## src/rtl/x_clk_pkg.sv

```systemverilog
// Shared types and helpers for the BUFGMUX select sequencer.
package x_clk_pkg;

  // Sequencer state, encoded 00/01/10.
  typedef enum logic [1:0] {
    IDLE   = 2'b00,
    GATE   = 2'b01,
    SETTLE = 2'b10
  } state_e;

  // A wait length of zero would give no quiet time at all, so it is raised to one.
  function automatic int clamp_wait(input int cycles);
    if (cycles < 1) begin
      return 1;
    end else begin
      return cycles;
    end
  endfunction

endpackage

```

## src/rtl/x_bufgmux_sel_ctrl_if.sv

```systemverilog
// Clock-switch request handshake between the clocking manager and the sequencer.
interface x_bufgmux_sel_ctrl_if;
  logic REQ_VALID;
  logic REQ_SEL;
  logic REQ_READY;

  // Requester side: presents the target select and holds it until accepted.
  modport master (
    output REQ_VALID,
    output REQ_SEL,
    input  REQ_READY
  );

  // Sequencer side.
  modport slave (
    input  REQ_VALID,
    input  REQ_SEL,
    output REQ_READY
  );
endinterface

```

## src/rtl/x_wait_cnt.sv

```systemverilog
// Loadable down-counter with a zero flag. Saturates at zero, never wraps.
module x_wait_cnt #(
  parameter int CNT_W = 8
) (
  input  logic             CLK,
  input  logic             RST_N,
  input  logic             load,
  input  logic [CNT_W-1:0] load_val,
  input  logic             dec,
  output logic             zero
);

  logic [CNT_W-1:0] cnt_q;
  logic [CNT_W-1:0] cnt_d;

  // Next count: a load wins over a decrement; decrement stops at zero.
  always_comb begin
    cnt_d = cnt_q;
    if (load) begin
      cnt_d = load_val;
    end else if (dec && (cnt_q != {CNT_W{1'b0}})) begin
      cnt_d = cnt_q - CNT_W'(1);
    end else begin
      cnt_d = cnt_q;
    end
  end

  // Count register with synchronous active-low reset.
  always_ff @(posedge CLK) begin
    if (!RST_N) begin
      cnt_q <= {CNT_W{1'b0}};
    end else begin
      cnt_q <= cnt_d;
    end
  end

  assign zero = (cnt_q == {CNT_W{1'b0}});

endmodule

```

## src/rtl/x_bufgmux_sel_ctrl.sv

```systemverilog
// Select sequencer for a BUFGMUX-style clock mux: gate CE, wait, flip S,
// wait for the new clock to settle, re-enable, report completion.
module x_bufgmux_sel_ctrl
  import x_clk_pkg::*;
#(
  parameter int GATE_CYCLES   = 4,
  parameter int SETTLE_CYCLES = 8,
  parameter int CNT_W         = 8
) (
  input  logic                  CLK,
  input  logic                  RST_N,
  x_bufgmux_sel_ctrl_if.slave   req,
  output logic                  S,
  output logic                  CE,
  output logic                  BUSY,
  output logic                  DONE
);

  // The counter is loaded with length-1 because the load edge itself is one wait cycle.
  localparam int               G_EFF       = clamp_wait(GATE_CYCLES);
  localparam int               T_EFF       = clamp_wait(SETTLE_CYCLES);
  localparam logic [CNT_W-1:0] GATE_LOAD   = CNT_W'(G_EFF - 1);
  localparam logic [CNT_W-1:0] SETTLE_LOAD = CNT_W'(T_EFF - 1);

  state_e           state_q, state_d;
  logic             s_q, s_d;
  logic             ce_q, ce_d;
  logic             busy_q, busy_d;
  logic             done_q, done_d;
  logic             ready_q, ready_d;
  logic             tgt_q, tgt_d;

  logic             cnt_load_s;
  logic [CNT_W-1:0] cnt_val_s;
  logic             cnt_dec_s;
  logic             cnt_zero_s;

  x_wait_cnt #(.CNT_W(CNT_W)) u_wait_cnt (
    .CLK      (CLK),
    .RST_N    (RST_N),
    .load     (cnt_load_s),
    .load_val (cnt_val_s),
    .dec      (cnt_dec_s),
    .zero     (cnt_zero_s)
  );

  // Sequencer next-state and next-output decode.
  always_comb begin
    state_d    = state_q;
    s_d        = s_q;
    ce_d       = ce_q;
    busy_d     = busy_q;
    done_d     = 1'b0;
    ready_d    = ready_q;
    tgt_d      = tgt_q;
    cnt_load_s = 1'b0;
    cnt_val_s  = {CNT_W{1'b0}};
    cnt_dec_s  = 1'b0;

    case (state_q)
      IDLE: begin
        if (req.REQ_VALID && ready_q) begin
          if (req.REQ_SEL == s_q) begin
            // Already on the requested clock: acknowledge without touching S/CE.
            done_d = 1'b1;
          end else begin
            tgt_d      = req.REQ_SEL;
            ce_d       = 1'b0;
            ready_d    = 1'b0;
            busy_d     = 1'b1;
            cnt_load_s = 1'b1;
            cnt_val_s  = GATE_LOAD;
            state_d    = GATE;
          end
        end else begin
          state_d = IDLE;
        end
      end

      GATE: begin
        if (cnt_zero_s) begin
          s_d        = tgt_q;
          cnt_load_s = 1'b1;
          cnt_val_s  = SETTLE_LOAD;
          state_d    = SETTLE;
        end else begin
          cnt_dec_s = 1'b1;
        end
      end

      SETTLE: begin
        if (cnt_zero_s) begin
          ce_d    = 1'b1;
          done_d  = 1'b1;
          ready_d = 1'b1;
          busy_d  = 1'b0;
          state_d = IDLE;
        end else begin
          cnt_dec_s = 1'b1;
        end
      end

      default: begin
        // Unreachable encoding: fall back to a safe, enabled idle.
        ce_d    = 1'b1;
        ready_d = 1'b1;
        busy_d  = 1'b0;
        state_d = IDLE;
      end
    endcase
  end

  // State and output registers; every output comes straight from a flop.
  always_ff @(posedge CLK) begin
    if (!RST_N) begin
      state_q <= IDLE;
      s_q     <= 1'b0;
      ce_q    <= 1'b1;
      busy_q  <= 1'b0;
      done_q  <= 1'b0;
      ready_q <= 1'b1;
      tgt_q   <= 1'b0;
    end else begin
      state_q <= state_d;
      s_q     <= s_d;
      ce_q    <= ce_d;
      busy_q  <= busy_d;
      done_q  <= done_d;
      ready_q <= ready_d;
      tgt_q   <= tgt_d;
    end
  end

  assign S             = s_q;
  assign CE            = ce_q;
  assign BUSY          = busy_q;
  assign DONE          = done_q;
  assign req.REQ_READY = ready_q;

endmodule
```

## src/flat_wrapper.sv

```systemverilog
// flat-port wrapper written by rule: the top's interface ports become plain ports
module x_bufgmux_sel_ctrl_flat import x_clk_pkg::*;
#(
  parameter int GATE_CYCLES   = 4,
  parameter int SETTLE_CYCLES = 8,
  parameter int CNT_W         = 8
)
  (CLK, RST_N, S, CE, BUSY, DONE, req_REQ_VALID, req_REQ_SEL, req_REQ_READY);
  x_bufgmux_sel_ctrl_if req_i ();
  input  logic CLK;
  input  logic RST_N;
  output logic S;
  output logic CE;
  output logic BUSY;
  output logic DONE;
  input wire logic [$bits(req_i.REQ_VALID)-1:0] req_REQ_VALID;
  input wire logic [$bits(req_i.REQ_SEL)-1:0] req_REQ_SEL;
  output wire logic [$bits(req_i.REQ_READY)-1:0] req_REQ_READY;
  assign req_i.REQ_VALID = req_REQ_VALID;
  assign req_i.REQ_SEL = req_REQ_SEL;
  assign req_REQ_READY = req_i.REQ_READY;
  x_bufgmux_sel_ctrl #(.GATE_CYCLES(GATE_CYCLES), .SETTLE_CYCLES(SETTLE_CYCLES), .CNT_W(CNT_W)) u_core (.CLK(CLK), .RST_N(RST_N), .req(req_i), .S(S), .CE(CE), .BUSY(BUSY), .DONE(DONE));
endmodule
```

## config.mk

```make
export PLATFORM = sky130hd
export DESIGN_NAME = x_bufgmux_sel_ctrl_flat
export DESIGN_NICKNAME = d
export VERILOG_FILES = /design/src/rtl/x_clk_pkg.sv /design/src/rtl/x_bufgmux_sel_ctrl_if.sv /design/src/rtl/x_wait_cnt.sv /design/src/rtl/x_bufgmux_sel_ctrl.sv /design/src/flat_wrapper.sv
export SDC_FILE = /design/constraint.sdc
export NUM_CORES = 1
export LEC_CHECK = 0
export CELL_PAD_IN_SITES_DETAIL_PLACEMENT = 1
export CELL_PAD_IN_SITES_GLOBAL_PLACEMENT = 1
export CORE_AREA = 5 5 53 55
export DETAILED_ROUTE_END_ITERATION = 10
export DIE_AREA = 0 0 58 60
export HOLD_SLACK_MARGIN = 0.02
export PLACE_DENSITY_LB_ADDON = 0.1
export SLEW_MARGIN = 15
export SYNTH_ARGS = -nofsm -noshare
export SYNTH_HDL_FRONTEND = slang
export SYNTH_SLANG_ARGS = --single-unit
```

## constraint.sdc

```tcl
create_clock -name CLK -period 4.9 [get_ports CLK]
set_clock_uncertainty 0.05 [all_clocks]
set_input_delay 0.735 -clock CLK [delete_from_list [all_inputs] [get_ports CLK]]
set_output_delay 0.735 -clock CLK [all_outputs]
set_load 0.05 [all_outputs]
```

-- Word level (Yosys, flattened, before mapping)
Index checks and enable logic that the tools add are counted.
- register bits after elaboration: 15
- bits of input ports: 4
- output and inout port bits: 5
- logic and storage cells: 57
- add/subtract/negate cells: 1
- equal/unequal tests: 8
- mux-type cells: 28
- bitwise logic cells: 2
- reductions and logical operators: 11
- operator list (operator ; number):
    two-way mux 8 bit ; 3
    one-hot mux 8 bit (2 select lines) ; 1
    two-way mux 1 bit ; 13
    two-way mux 2 bit ; 5
    logical NOT 8 bit ; 1
    nonzero test 8 bit ; 1
    subtractor 8 x 1 -> 8 bit, second input constant ; 1
    inequality test 2 x 1 -> 1 bit, second input constant ; 3
    one-hot mux 1 bit (3 select lines) ; 2
    one-hot mux 2 bit (3 select lines) ; 1
    AND reduction 3 bit ; 2
    one-hot mux 1 bit (2 select lines) ; 2
    AND reduction 4 bit ; 1
    two-way mux 3 bit ; 1
    inequality test 3 bit, second input constant ; 1
    equality test 2 x 1 -> 1 bit, second input constant ; 1
    equality test 2 bit, second input constant ; 1
    logical AND 1 bit ; 2
    logical NOT 2 bit ; 1
    inequality test 2 bit, second input constant ; 1
    inverter 1 bit ; 2
    AND reduction 2 bit ; 1
    nonzero test 2 bit ; 1
    OR reduction 2 bit ; 1
    equality test 1 bit ; 1

-- Logic depth before layout (Yosys ltp)
- depth in word-level cells: 6
- gate-level depth with buffers: 6
- gate-level depth less buffers: 6

-- Cells and area by module
Synthesis repeated with hierarchy kept, for this count alone.
- cells, all modules: 109
- area, all modules: 952.2 um^2
- by module, submodules not included (module ; instances ; cells an instance ; area each (um^2) ; seq. area each (um^2)):
    x_wait_cnt ; 1 ; 58 ; 508.0 ; 160.2
    x_bufgmux_sel_ctrl ; 1 ; 51 ; 444.2 ; 140.1

-- Worst setup path before layout
Ideal clock, no wire load.
- path kind: register to output
- start point: register u_core.ready_q (netlist: u_core.req.REQ_READY)
- end point: output port req_REQ_READY
- data arrival time: 0.963 ns
- required time: 4.115 ns
- setup slack: 3.152 ns
- cell stages (with the launch flop): 2
- path buffers: 1
- cells stage by stage: dfxtp_1 buf_4
- RTL lines (item ; RTL line ; text):
    from (decl) ; x_bufgmux_sel_ctrl.sv:30 ; logic ready_q, ready_d;
    from (signal assigned) ; x_bufgmux_sel_ctrl.sv:129 ; ready_q <= ready_d;
    to (decl) ; flat_wrapper.sv:18 ; output wire logic [$bits(req_i.REQ_READY)-1:0] req_REQ_READY;
No word-level cell between the ends.

-- Final worst setup path
- start point: register u_core.s_q (netlist: u_core.S)
- end point: output port S
- RTL lines (item ; RTL line ; text):
    from (decl) ; x_bufgmux_sel_ctrl.sv:26 ; logic s_q, s_d;
    from (signal assigned) ; x_bufgmux_sel_ctrl.sv:117 ; s_q <= 1'b0;
    from (signal assigned) ; x_bufgmux_sel_ctrl.sv:125 ; s_q <= s_d;
    to (decl) ; flat_wrapper.sv:12 ; output logic S;
No word-level cell between the ends.

==> summary.log <==
qor: routing.detail_route.iter0.violations 9
qor: critical_path.ws_path_type reg -> out
qor: synth.netlist_instances 99
qor: routing.vias 742
qor: place.gpl.final_weighted_congestion 0.757
qor: clock_network.cts.root.buffer_cell sky130_fd_sc_hd__clkbuf_4
qor: critical_path.cp_cell_instances clkdlybuf4s50_1
qor: floorplan.placeableCoreArea 0.00234 mm2
qor: clock_network.cts_tree done
qor: global_routing.grt_antenna_before_repair 0
qor: routing.detail_route.vias_per_cell 5.34
qor: synth.synth_top_area_cell sky130_fd_sc_hd__dfxtp_1
qor: worst_hold_path.worst_hold_path.num_cells 2
qor: clock_network.h-tree-depth 1
qor: layout.final_common_cell sky130_fd_sc_hd__dfxtp_1
qor: floorplan.starting_utilization_of_the_core_area 36.5%
qor: critical_path.crit-reg2reg-launch u_core.u_wait_cnt.cnt_q[0]
qor: layout.layout.nets 118
qor: floorplan.core.rowCount 18
qor: critical_path.crit_path_top_delay_cell sky130_fd_sc_hd__clkdlybuf4s50_1
qor: place.place.port_buffers 8
qor: clock_network.cts_buffers 3
qor: global_routing.number_of_global_route_vias_before_repair 773
qor: outcome.run_status completed
qor: layout.most-common-layout-cells 15 x sky130_fd_sc_hd__dfxtp_1, 12 x sky130_fd_sc_hd__nand2_1, 9 x sky130_fd_sc_hd__nor2_1, 8 x sky130_fd_sc_hd__clkdlybuf4s50_1, 6 x sky130_fd_sc_hd__nand3_1
qor: synth.area_of_the_mapped_netlist 855 um2
qor: critical_path.crit_path_max_fanout 6
qor: synth.syn_nets 107
qor: timing.final_max_slew_viol_count 0
qor: global_routing.grt_pass1_wl 3410 um
qor: timing.setup_repair_after_global_routing_missed_its_margin false
qor: critical_path.cp_num_cells 1
qor: synth.synth_cell_type_count 36
qor: clock_network.cts_sinks 15
qor: layout.area_growth_from_synthesis_to_layout 15.5%
qor: power.total_leakage_power 0.359 nW
qor: global_routing.globalRouteOverflowTotal 0
qor: timing.report.final.hold_viol_count 0
qor: timing.min_period_over_period 48.2%
qor: worst_hold_path.min-delay-path-class reg -> reg
qor: critical_path.critPathCaptureType output pin
qor: place.post_dp_cell_area 961 um2
qor: clock_network.cts_setup_buffers 0
qor: critical_path.worst_path_required 4.12 ns
qor: critical_path.critical_path.n_buffers_inverters 1
qor: clock_network.cts_hold_repair.buffers 0
qor: timing.timing.final.crit_period 2.36 ns
qor: critical_path.worst_path_dominant_cell_family buffers and inverters
qor: timing.setup_slack_after_layout 2.54 ns
qor: timing.setup_total_negative_slack 0 ns
qor: global_routing.grt.total_usage 12.9%
qor: place.place_hpwl 1520 um
qor: synth.ys_top_cells_by_area sky130_fd_sc_hd__dfxtp_1 35%, sky130_fd_sc_hd__ha_1 5.9%, sky130_fd_sc_hd__nand2_1 5.3%
qor: power.p_per_area 588 mW/mm2
qor: synth.synth_largest_type_area_fraction 35.1%
qor: critical_path.r2r_cells 6
qor: worst_hold_path.hold_path.startpoint u_core.tgt_q
qor: floorplan.die_x 58 um
qor: timing.finalSetupViolCount 0
qor: routing.drt-pass1-iter-count 4
qor: synth.ys_seq_area_share 35.1%
qor: job.max_cap_violations 0
qor: critical_path.setup.reg_to_reg.worst_slack 2.89 ns
qor: floorplan.die_h 60 um
qor: critical_path.cp-start-kind flop
qor: floorplan.design.die.area 0.00348 mm2
qor: synth.yosys_warnings 0
qor: layout.post-route-cell-area 987 um2
qor: floorplan.boundaryPins 9
qor: synth.synth_seq_cells 15
qor: layout.n_antenna_cell 0
qor: critical_path.worstPathArrival 1.58 ns
qor: place.dp_slack 2.75 ns
qor: power.fin_total_pwr 0.581 mW
qor: critical_path.critPathMaxStageDelay 0.85 ns
qor: routing.postRouteAntennaNets 0
qor: routing.route.detailed.wl_per_inst 13.9 um
qor: routing.route.final.wire_length 1940 um
qor: clock_network.max-clock-path-buffers 2
qor: clock_network.post_cts_clock_slew_at_the_launch_and_capture_registers_of_the_worst_setup_and_hold_paths 0.09 ns
qor: timing.slew_headroom 61.2%
qor: critical_path.startpoint u_core.S
qor: power.worst_ir_drop_vdd 204 uV
qor: clock_network.cts_repair_resize_count 0
qor: timing.worst-slew-pin-transition 0.581 ns
qor: routing.drc_errors 0
qor: clock_network.worst_skew_pair.late_latency 0.28 ns
qor: global_routing.pin_count_of_the_biggest_net_entering_global_routing 15
qor: layout.share_of_cells_above_drive_strength_1 7.34%
qor: synth.synthesis.area_per_instance 8.63 um2
qor: timing.timing.fmax 423 MHz
-- Yosys cell counts --
| cell type | count |
|---|---|
| sky130_fd_sc_hd__a211o_1 | 1 |
| sky130_fd_sc_hd__a211oi_1 | 4 |
| sky130_fd_sc_hd__a21boi_0 | 1 |
| sky130_fd_sc_hd__a21boi_1 | 3 |
| sky130_fd_sc_hd__a21oi_1 | 5 |
| sky130_fd_sc_hd__a21oi_2 | 1 |
| sky130_fd_sc_hd__a32oi_1 | 1 |
| sky130_fd_sc_hd__and3_1 | 1 |
| sky130_fd_sc_hd__buf_4 | 1 |
| sky130_fd_sc_hd__clkbuf_1 | 1 |
| sky130_fd_sc_hd__dfxtp_1 | 15 |
| sky130_fd_sc_hd__ha_1 | 4 |
| sky130_fd_sc_hd__inv_1 | 5 |
| sky130_fd_sc_hd__mux2i_1 | 1 |
| sky130_fd_sc_hd__nand2_1 | 12 |
| sky130_fd_sc_hd__nand3_1 | 6 |
| sky130_fd_sc_hd__nor2_1 | 9 |
| sky130_fd_sc_hd__nor2b_1 | 1 |
| sky130_fd_sc_hd__nor3b_1 | 2 |
| sky130_fd_sc_hd__nor4_4 | 1 |
| sky130_fd_sc_hd__nor4b_1 | 1 |
| sky130_fd_sc_hd__nor4bb_1 | 1 |
| sky130_fd_sc_hd__o2111ai_1 | 1 |
| sky130_fd_sc_hd__o211a_1 | 1 |
| sky130_fd_sc_hd__o211ai_1 | 2 |
| sky130_fd_sc_hd__o21a_1 | 2 |
| sky130_fd_sc_hd__o21ai_0 | 3 |
| sky130_fd_sc_hd__o21ai_1 | 1 |
| sky130_fd_sc_hd__o31ai_1 | 1 |
| sky130_fd_sc_hd__or2_1 | 1 |
| sky130_fd_sc_hd__or3b_2 | 1 |
| sky130_fd_sc_hd__or4_1 | 1 |
| sky130_fd_sc_hd__or4_4 | 1 |
| sky130_fd_sc_hd__or4b_4 | 1 |
| sky130_fd_sc_hd__xnor2_1 | 3 |
| sky130_fd_sc_hd__xor2_1 | 3 |
-- power breakdown --
part / internal, mW / total [mW] / switching (mW)
clock: 0.0316 / 0.0722 / 0.0406
sequential: 0.152 / 0.184 / 0.0324
combinational: 0.128 / 0.325 / 0.197
-- per-stage QoR --
| stage | std cells | utilization (%) | hold slack [ns] |
|---|---|---|---|
| after floorplan | 99 | - | 0.403 |
| after global placement | 135 | 41.0 | 0.430 |
| after detailed placement | 135 | 41.0 | 0.434 |
| after CTS | 139 | 42.1 | 0.457 |
| after global routing | 139 | 42.1 | 0.488 |
| final | 139 | 42.1 | 0.446 |
-- flip-flops by register name, indices dropped and copies added, names as in the netlist --
signal                   flops
u_core.BUSY                  1
u_core.DONE                  1
u_core.S                     1
u_core.req.REQ_READY         1
u_core.state_q               2
u_core.tgt_q                 1
u_core.u_wait_cnt.cnt_q      8
-- final cells by class --
cell class / count / area (um2)
fill: 285 / 1360
sequential: 15 / 300
inverter: 5 / 18.8
timing repair buffer: 8 / 80.1
clock buffer: 4 / 26.3
multi-input combinational: 77 / 524
tap: 30 / 37.5
-- routing by layer --
metal	up-vias	global-route usage [%]	wire length, um
met5	-	0	0
li1	377	-	-
met3	2	2.59	37
met2	6	20.5	933
met1	357	17.1	953
met4	0	4.97	12
-- logic make-up (layout without fill, tap and decap cells) --
| group | count (synthesis) | in the layout | synth area share (%) |
|---|---|---|---|
| AOI/OAI and AO/OA | 27 | 27 | 22.0 |
| xor gates and xnor gates | 6 | 6 | 6.15 |
| adders and majority gates | 4 | 4 | 5.86 |
| buffers and inverters | 7 | 17 | 3.51 |
| DFF | 15 | 15 | 35.1 |
| muxes | 1 | 1 | 1.17 |
| and+or+nand+nor | 39 | 39 | 26.2 |
-- worst paths after layout --
check / end
setup reg to reg: u_core.req.REQ_READY
hold reg to reg: u_core.tgt_q
setup / recovery: S
hold / removal: u_core.tgt_q
No activity file was read; power rests on OpenSTA's default activity.
